File: src/rtl/bthreadgroup_ctrl_if.sv
// ---------------------------------------------------------------------------
// bthreadgroup_ctrl_if
//   Groups the job, operand-stream, threadgroup and result signals of the
//   bThreadgroup sequencing controller.
//   Job:         start, k_steps, busy
//   Operand:     op_valid, op_ready, tg_issue
//   Threadgroup: tg_psum0..3 (to partial_sum), tg_result0..3 (from result)
//   Result:      out_valid, out_ready, out_data0..3
//   Modports:    slave  - the controller
//                master - the environment driving jobs and consuming results
// ---------------------------------------------------------------------------
interface bthreadgroup_ctrl_if #(
  parameter int KW = 8
);
  logic                 start;
  logic [KW-1:0]        k_steps;
  logic                 busy;

  logic                 op_valid;
  logic                 op_ready;
  logic                 tg_issue;

  logic signed [15:0]   tg_psum0, tg_psum1, tg_psum2, tg_psum3;
  logic signed [15:0]   tg_result0, tg_result1, tg_result2, tg_result3;

  logic                 out_valid;
  logic                 out_ready;
  logic signed [15:0]   out_data0, out_data1, out_data2, out_data3;

  modport slave (
    input  start, k_steps, op_valid, out_ready,
           tg_result0, tg_result1, tg_result2, tg_result3,
    output busy, op_ready, tg_issue, out_valid,
           tg_psum0, tg_psum1, tg_psum2, tg_psum3,
           out_data0, out_data1, out_data2, out_data3
  );

  modport master (
    output start, k_steps, op_valid, out_ready,
           tg_result0, tg_result1, tg_result2, tg_result3,
    input  busy, op_ready, tg_issue, out_valid,
           tg_psum0, tg_psum1, tg_psum2, tg_psum3,
           out_data0, out_data1, out_data2, out_data3
  );
endinterface

File: src/rtl/bthreadgroup_ctrl.sv
// ---------------------------------------------------------------------------
// bthreadgroup_ctrl
//   Sequences one K-chunked dot-product job through a bThreadgroup of four
//   bFEDP lanes. Each operand beat is handshaked from upstream, the previous
//   lane results are fed back as partial sums, and after the last beat the
//   four 16-bit results are offered on a valid/ready port.
//
// Parameters:
//   FEDP_LAT - cycles from beat issue until tg_result0..3 are valid (>=1)
//   KW       - width of the beat-count field
//
// Ports:
//   clk, rstn          - clock, asynchronous active-low reset
//   bus (slave)        - job / operand / threadgroup / result signals
//   perf_busy_cycles   - cycles spent outside IDLE (BTG_CTRL_PERF_EN only)
//   perf_stall_cycles  - ISSUE cycles without op_valid plus OUT cycles
//                        without out_ready (BTG_CTRL_PERF_EN only)
//
// Optional feature macro: BTG_CTRL_PERF_EN (saturating performance counters).
// ---------------------------------------------------------------------------
module bthreadgroup_ctrl #(
  parameter int FEDP_LAT = 2,
  parameter int KW       = 8
) (
  input  logic                clk,
  input  logic                rstn,
  bthreadgroup_ctrl_if.slave  bus
`ifdef BTG_CTRL_PERF_EN
  ,
  output logic [31:0]         perf_busy_cycles,
  output logic [31:0]         perf_stall_cycles
`endif
);

  typedef enum logic [1:0] {
    S_IDLE,
    S_ISSUE,
    S_WAIT,
    S_OUT
  } state_e;

  localparam int            WW        = (FEDP_LAT > 1) ? $clog2(FEDP_LAT) : 1;
  localparam logic [WW-1:0] WAIT_LOAD = WW'(FEDP_LAT - 1);

  state_e               state_q, state_d;
  logic [KW-1:0]        k_q, k_d;
  logic [KW-1:0]        beat_q, beat_d;
  logic [WW-1:0]        wait_q, wait_d;
  logic                 first_q, first_d;
  logic [3:0][15:0]     acc_q, acc_d;

  logic [3:0][15:0]     tg_res;
  logic                 issue_hs;
  logic                 wait_done;

  assign tg_res    = {bus.tg_result3, bus.tg_result2, bus.tg_result1, bus.tg_result0};
  assign issue_hs  = (state_q == S_ISSUE) && bus.op_valid;
  assign wait_done = (state_q == S_WAIT) && (wait_q == '0);

  // -------------------------------------------------------------------------
  // State register and datapath flops
  // -------------------------------------------------------------------------
  // NOTE: sequential state is updated with non-blocking assignments so every
  // flop samples the pre-edge values, independent of statement order.
  always_ff @(posedge clk or negedge rstn) begin
    if (!rstn) begin
      state_q <= S_IDLE;
      k_q     <= '0;
      beat_q  <= '0;
      wait_q  <= '0;
      first_q <= 1'b1;
      // NOTE: the four accumulators are plain flops, not a RAM, so they are
      // reset here; this is what returns tg_psum/out_data to 0 on abort.
      acc_q   <= '0;
    end else begin
      state_q <= state_d;
      k_q     <= k_d;
      beat_q  <= beat_d;
      wait_q  <= wait_d;
      first_q <= first_d;
      acc_q   <= acc_d;
    end
  end

  // -------------------------------------------------------------------------
  // Next-state logic
  // -------------------------------------------------------------------------
  // NOTE: every combinational output gets a default before the case so no
  // path leaves it unassigned and no latch is inferred.
  always_comb begin
    state_d = state_q;
    unique case (state_q)
      S_IDLE:  if (bus.start)     state_d = (bus.k_steps != '0) ? S_ISSUE : S_OUT;
      S_ISSUE: if (bus.op_valid)  state_d = S_WAIT;
      S_WAIT:  if (wait_q == '0)  state_d = (beat_q == k_q) ? S_OUT : S_ISSUE;
      S_OUT:   if (bus.out_ready) state_d = S_IDLE;
      default:                    state_d = S_IDLE;
    endcase
  end

  // -------------------------------------------------------------------------
  // Datapath next values: job capture, beat/wait counting, result latch
  // -------------------------------------------------------------------------
  always_comb begin
    k_d     = k_q;
    beat_d  = beat_q;
    wait_d  = wait_q;
    first_d = first_q;
    acc_d   = acc_q;

    if ((state_q == S_IDLE) && bus.start) begin
      k_d     = bus.k_steps;
      beat_d  = '0;
      first_d = 1'b1;
      acc_d   = '0;
    end

    if (issue_hs) begin
      beat_d  = beat_q + 1'b1;
      wait_d  = WAIT_LOAD;
      first_d = 1'b0;
    end

    // The wait counter expires in the cycle the threadgroup result becomes
    // valid (FEDP_LAT cycles after the issue), so the latch happens then.
    if (state_q == S_WAIT) begin
      if (wait_done) acc_d  = tg_res;
      else           wait_d = wait_q - 1'b1;
    end
  end

  // -------------------------------------------------------------------------
  // Outputs
  // -------------------------------------------------------------------------
  always_comb begin
    bus.busy      = (state_q != S_IDLE);
    bus.op_ready  = (state_q == S_ISSUE);
    bus.tg_issue  = issue_hs;
    bus.out_valid = (state_q == S_OUT);

    // The first beat of a job must start from a zero partial sum; later
    // beats continue from the latched lane results.
    bus.tg_psum0  = first_q ? 16'sd0 : acc_q[0];
    bus.tg_psum1  = first_q ? 16'sd0 : acc_q[1];
    bus.tg_psum2  = first_q ? 16'sd0 : acc_q[2];
    bus.tg_psum3  = first_q ? 16'sd0 : acc_q[3];

    bus.out_data0 = acc_q[0];
    bus.out_data1 = acc_q[1];
    bus.out_data2 = acc_q[2];
    bus.out_data3 = acc_q[3];
  end

`ifdef BTG_CTRL_PERF_EN
  // -------------------------------------------------------------------------
  // Saturating performance counters, cleared only by reset
  // -------------------------------------------------------------------------
  logic [31:0] busy_cnt_q, busy_cnt_d;
  logic [31:0] stall_cnt_q, stall_cnt_d;
  logic        stall_evt;

  assign stall_evt = ((state_q == S_ISSUE) && !bus.op_valid) ||
                     ((state_q == S_OUT)   && !bus.out_ready);

  always_comb begin
    busy_cnt_d  = busy_cnt_q;
    stall_cnt_d = stall_cnt_q;
    if ((state_q != S_IDLE) && (busy_cnt_q != '1)) busy_cnt_d  = busy_cnt_q + 1'b1;
    if (stall_evt && (stall_cnt_q != '1))          stall_cnt_d = stall_cnt_q + 1'b1;
  end

  always_ff @(posedge clk or negedge rstn) begin
    if (!rstn) begin
      busy_cnt_q  <= '0;
      stall_cnt_q <= '0;
    end else begin
      busy_cnt_q  <= busy_cnt_d;
      stall_cnt_q <= stall_cnt_d;
    end
  end

  assign perf_busy_cycles  = busy_cnt_q;
  assign perf_stall_cycles = stall_cnt_q;
`endif

endmodule

File: src/flat_wrapper.sv
// flat-port wrapper written by rule: the top's interface ports become plain ports
module bthreadgroup_ctrl_flat 
#(
  parameter int FEDP_LAT = 2,
  parameter int KW       = 8
)
  (clk, rstn, bus_start, bus_k_steps, bus_op_valid, bus_out_ready, bus_tg_result0, bus_tg_result1, bus_tg_result2, bus_tg_result3, bus_busy, bus_op_ready, bus_tg_issue, bus_out_valid, bus_tg_psum0, bus_tg_psum1, bus_tg_psum2, bus_tg_psum3, bus_out_data0, bus_out_data1, bus_out_data2, bus_out_data3);
  bthreadgroup_ctrl_if #(.KW(KW)) bus_i ();
  input  logic clk;
  input  logic rstn;
  input wire logic [$bits(bus_i.start)-1:0] bus_start;
  input wire logic [$bits(bus_i.k_steps)-1:0] bus_k_steps;
  input wire logic [$bits(bus_i.op_valid)-1:0] bus_op_valid;
  input wire logic [$bits(bus_i.out_ready)-1:0] bus_out_ready;
  input wire logic [$bits(bus_i.tg_result0)-1:0] bus_tg_result0;
  input wire logic [$bits(bus_i.tg_result1)-1:0] bus_tg_result1;
  input wire logic [$bits(bus_i.tg_result2)-1:0] bus_tg_result2;
  input wire logic [$bits(bus_i.tg_result3)-1:0] bus_tg_result3;
  output wire logic [$bits(bus_i.busy)-1:0] bus_busy;
  output wire logic [$bits(bus_i.op_ready)-1:0] bus_op_ready;
  output wire logic [$bits(bus_i.tg_issue)-1:0] bus_tg_issue;
  output wire logic [$bits(bus_i.out_valid)-1:0] bus_out_valid;
  output wire logic [$bits(bus_i.tg_psum0)-1:0] bus_tg_psum0;
  output wire logic [$bits(bus_i.tg_psum1)-1:0] bus_tg_psum1;
  output wire logic [$bits(bus_i.tg_psum2)-1:0] bus_tg_psum2;
  output wire logic [$bits(bus_i.tg_psum3)-1:0] bus_tg_psum3;
  output wire logic [$bits(bus_i.out_data0)-1:0] bus_out_data0;
  output wire logic [$bits(bus_i.out_data1)-1:0] bus_out_data1;
  output wire logic [$bits(bus_i.out_data2)-1:0] bus_out_data2;
  output wire logic [$bits(bus_i.out_data3)-1:0] bus_out_data3;
  assign bus_i.start = bus_start;
  assign bus_i.k_steps = bus_k_steps;
  assign bus_i.op_valid = bus_op_valid;
  assign bus_i.out_ready = bus_out_ready;
  assign bus_i.tg_result0 = bus_tg_result0;
  assign bus_i.tg_result1 = bus_tg_result1;
  assign bus_i.tg_result2 = bus_tg_result2;
  assign bus_i.tg_result3 = bus_tg_result3;
  assign bus_busy = bus_i.busy;
  assign bus_op_ready = bus_i.op_ready;
  assign bus_tg_issue = bus_i.tg_issue;
  assign bus_out_valid = bus_i.out_valid;
  assign bus_tg_psum0 = bus_i.tg_psum0;
  assign bus_tg_psum1 = bus_i.tg_psum1;
  assign bus_tg_psum2 = bus_i.tg_psum2;
  assign bus_tg_psum3 = bus_i.tg_psum3;
  assign bus_out_data0 = bus_i.out_data0;
  assign bus_out_data1 = bus_i.out_data1;
  assign bus_out_data2 = bus_i.out_data2;
  assign bus_out_data3 = bus_i.out_data3;
  bthreadgroup_ctrl #(.FEDP_LAT(FEDP_LAT), .KW(KW)) u_core (.clk(clk), .rstn(rstn), .bus(bus_i));
endmodule
File: config.mk
export PLATFORM = sky130hd
export DESIGN_NAME = bthreadgroup_ctrl_flat
export DESIGN_NICKNAME = d
export VERILOG_FILES = /design/src/rtl/bthreadgroup_ctrl_if.sv /design/src/rtl/bthreadgroup_ctrl.sv /design/src/flat_wrapper.sv
export SDC_FILE = /design/constraint.sdc
export NUM_CORES = 1
export LEC_CHECK = 0
export BUFFER_PORTS_ARGS = -buffer_cell sky130_fd_sc_hd__buf_2
export CORE_MARGIN = 1
export CORE_UTILIZATION = 48
export CTS_CLUSTER_SIZE = 16
export DETAILED_ROUTE_END_ITERATION = 12
export PLACE_DENSITY = 0.85
export SLEW_MARGIN = 40
export SYNTH_ARGS = -nofsm -noshare
export SYNTH_HDL_FRONTEND = slang
export SYNTH_SLANG_ARGS = --single-unit
export TNS_END_PERCENT = 5
File: constraint.sdc
create_clock -name clk -period 4.3 [get_ports clk]
set_clock_uncertainty 0.1 [all_clocks]
set_input_delay 0 -clock clk [delete_from_list [all_inputs] [get_ports clk]]
set_output_delay 0 -clock clk [all_outputs]
set_load 0.05 [all_outputs]
==> results.txt <==
Synth Instances = 325
Postcts setup bufs = 0
Period minus WS final = 2.14 ns
CP Data Required Time = 4.43 ns
Vias in the first global route = 3,800
Detail Route Antenna Nets = 0
Most used flip-flop cell after synthesis = dfrtp_1
Core region area = 7370 sq um
HPWL Detailed = 7080 microns
Htree depth = 3
DR iter-0 viols = 166
Root Driver = clkbuf_8
Die area = 8070 sq um
Starting Density = 50.3%
#FFs+latches synth = 84
Clock buffer depth = 2
# DRC = 0
Number of clock buffers inserted by TritonCTS = 9
RSZ-0062 raised after global routing = false
Yosys top cell by area = dfrtp_1
First-pass iteration count of the detailed router = 5
Gr ovfl total = 0
Max_cap viols = 0
Net Count, Synth = 403
Clk pin slew, worst setup/hold paths = 0.08 ns
Largest net degree at the start of global routing = 85
Fmax = 468 MHz
Detailed-route via count = 3,791
I/O pin cnt = 209
Clk sink count = 84
Number of buffers added on ports = 208
Mapped Area = 3700 sq um
Worst-skew pair later-pin latency = 0.36 ns
CTS tree = done
Avg Synthesized Cell Area = 11.4 sq um
Reg2Reg Setup Slack = 2.16 ns
WHS = 0.0108 ns
Die height = 89.9 microns
Critical path capture point type = register
R2R depth = 5
Endpoints failing hold = 0
Post-synth EDFFs = 0
CP Buf/Inv Count = 2
Hold Crit Class = in -> reg
Crit Reg-Reg Endpoint = u_core.state_q[0]
Crit path max-delay family = buffers and inverters
Critical path cell sequence = nand2_1 > o21ai_0 > dlygate4sd3_1 > o21ai_0 > dlygate4sd3_1
Hold Path Stages = 4
Max Slew Vio Count = 0
Status = complete, no violations
WL final = 12,300 microns
Setup CP Type = reg -> reg
Die X = 89.9 microns
Setup violators final = 0
R2r startpoint = u_core.state_q[0]
Routed len/inst = 17.4 microns
Rows = 31
Nets = 682
Ys async rst share = 100%
Synth-to-layout area growth = 57.4%
Synth top area share = 56.1%
Setup TNS = 0 ns
Ys Warns = 0
Finished Cell Area = 5830 sq um
Initial antenna violation count = 1
Synth top area cells = dfrtp_1, a22o_1, nor2b_1
Worst slew margin = 50.0%
Crit-path max cell delay = 0.57 ns
Hold endpoint = u_core.k_q[6]
Worst Tran Pin Value = 0.751 ns
Hold path startpoint = bus_start
Routability cong. = 0.775
Dpl cell area = 4780 sq um
Netlist cell types = 31
Tcrit/Tclk final = 49.7%
Gr usage total = 30.7%
CP max-delay cell = dlygate4sd3_1
Sequential cell area fraction in the yosys report = 56.8%
CP arrival = 2.27 ns
Vias per inst = 5.35
First-pass GRT wire length = 19,300 microns
Crit Path Max Fanout = 13
Layout cells sized above 1 = 37.8%
Startpoint type of the worst setup path = register
==> layer usage <==
layer  vias to the layer above  share of wire, %  global-route usage (%)
met4                         0               4.0                    17.5
met1                      1861                37                    33.9
li1                       1692                 -                       -
met5                         -                 0                       0
met2                       194                53                    55.6
met3                        44               6.0                    5.58
==> cell usage in the layout (no fill, tap or decap), drive strengths merged, types with 2 or more instances in the layout <==
master,synthesis,final
nand4,3,3
dlygate4sd3,0,81
a22o,65,65
nor2b,65,65
a21oi,2,2
buf,16,211
bufinv,0,3
dfrtp,83,83
xnor2,7,7
nand3,6,6
nand2b,2,2
nand2,35,35
o21ai,9,9
inv,2,3
nor4,2,2
clkbuf,8,9
mux2i,3,3
nor2,6,6
==> kinds of logic after synthesis <==
logic type	synth area share, %
muxes	0.811
xor gates and xnor gates	1.89
adders and majority gates	0.338
DFF	56.8
AOI/OAI and AO/OA	17.7
and+or+nand+nor	18.4
buffers and inverters	4.09
==> repair_timing <==
action	CTS	global route
hold endpoints to repair	157	0
hold buffers	81	0
gates resized for setup	0	0
==> worst min-delay path: stages <==
cell and delay (ns):
buf_2 0.11, nor3b_4 0.19, nand2_1 0.08, nand2_1 0.04
==> area by class of cell <==
cell class,instances,area [sq um]
well taps,99,124
flip-flops and latches,84,2110
diodes,1,2.50
clock inverters,6,111
repair buffers,292,1900
fillers,458,1540
multi-input cells,215,1460
clock buffers,9,124
inverters,2,7.51
==> cells in the mapped netlist (3+ instances only) <==
library cell,instances
a22o_1,65
mux2i_1,3
clkbuf_1,8
dfrtp_1,83
o21ai_0,9
buf_6,5
nand3_1,6
xnor2_1,7
nand2_1,35
nor2_1,4
nand4_1,3
buf_2,10
nor2b_1,65
==> flip-flops by register name, indices dropped and copies added (netlist names) <==
register,count
u_core.bus.out_data0,16
u_core.bus.out_data1,16
u_core.bus.out_data2,16
u_core.bus.out_data3,16
u_core.beat_q,8
u_core.k_q,8
u_core.state_q,2
u_core.first_q,1
u_core.wait_q,1
==> through the flow <==
stage	setup slack, ns	instances	util, %
after CTS	2.19	707	79.1
after global placement	2.06	610	64.4
after floorplan	2.52	325	-
after global routing	2.01	708	79.1
after detailed placement	2.28	611	64.9
final	2.16	708	79.1
==> how the worst max path moves through the flow <==
stage	slack (ns)	endpoint	depth (start not counted)	startpoint
final	2.16	u_core.state_q[0]	5	u_core.state_q[0]
after global routing	2.01	u_core.state_q[0]	5	u_core.state_q[0]
after CTS	2.19	u_core.state_q[0]	5	u_core.state_q[0]
after detailed placement	2.28	u_core.bus.out_data2[7]	5	u_core.state_q[0]
after global placement	2.06	u_core.bus.out_data3[2]	5	u_core.state_q[0]
after floorplan	2.52	u_core.beat_q[2]	6	u_core.state_q[1]
Power is left out: the tool's default activity adds up to more than one toggle a clock period on the data nets, which glitch-free logic cannot reach.
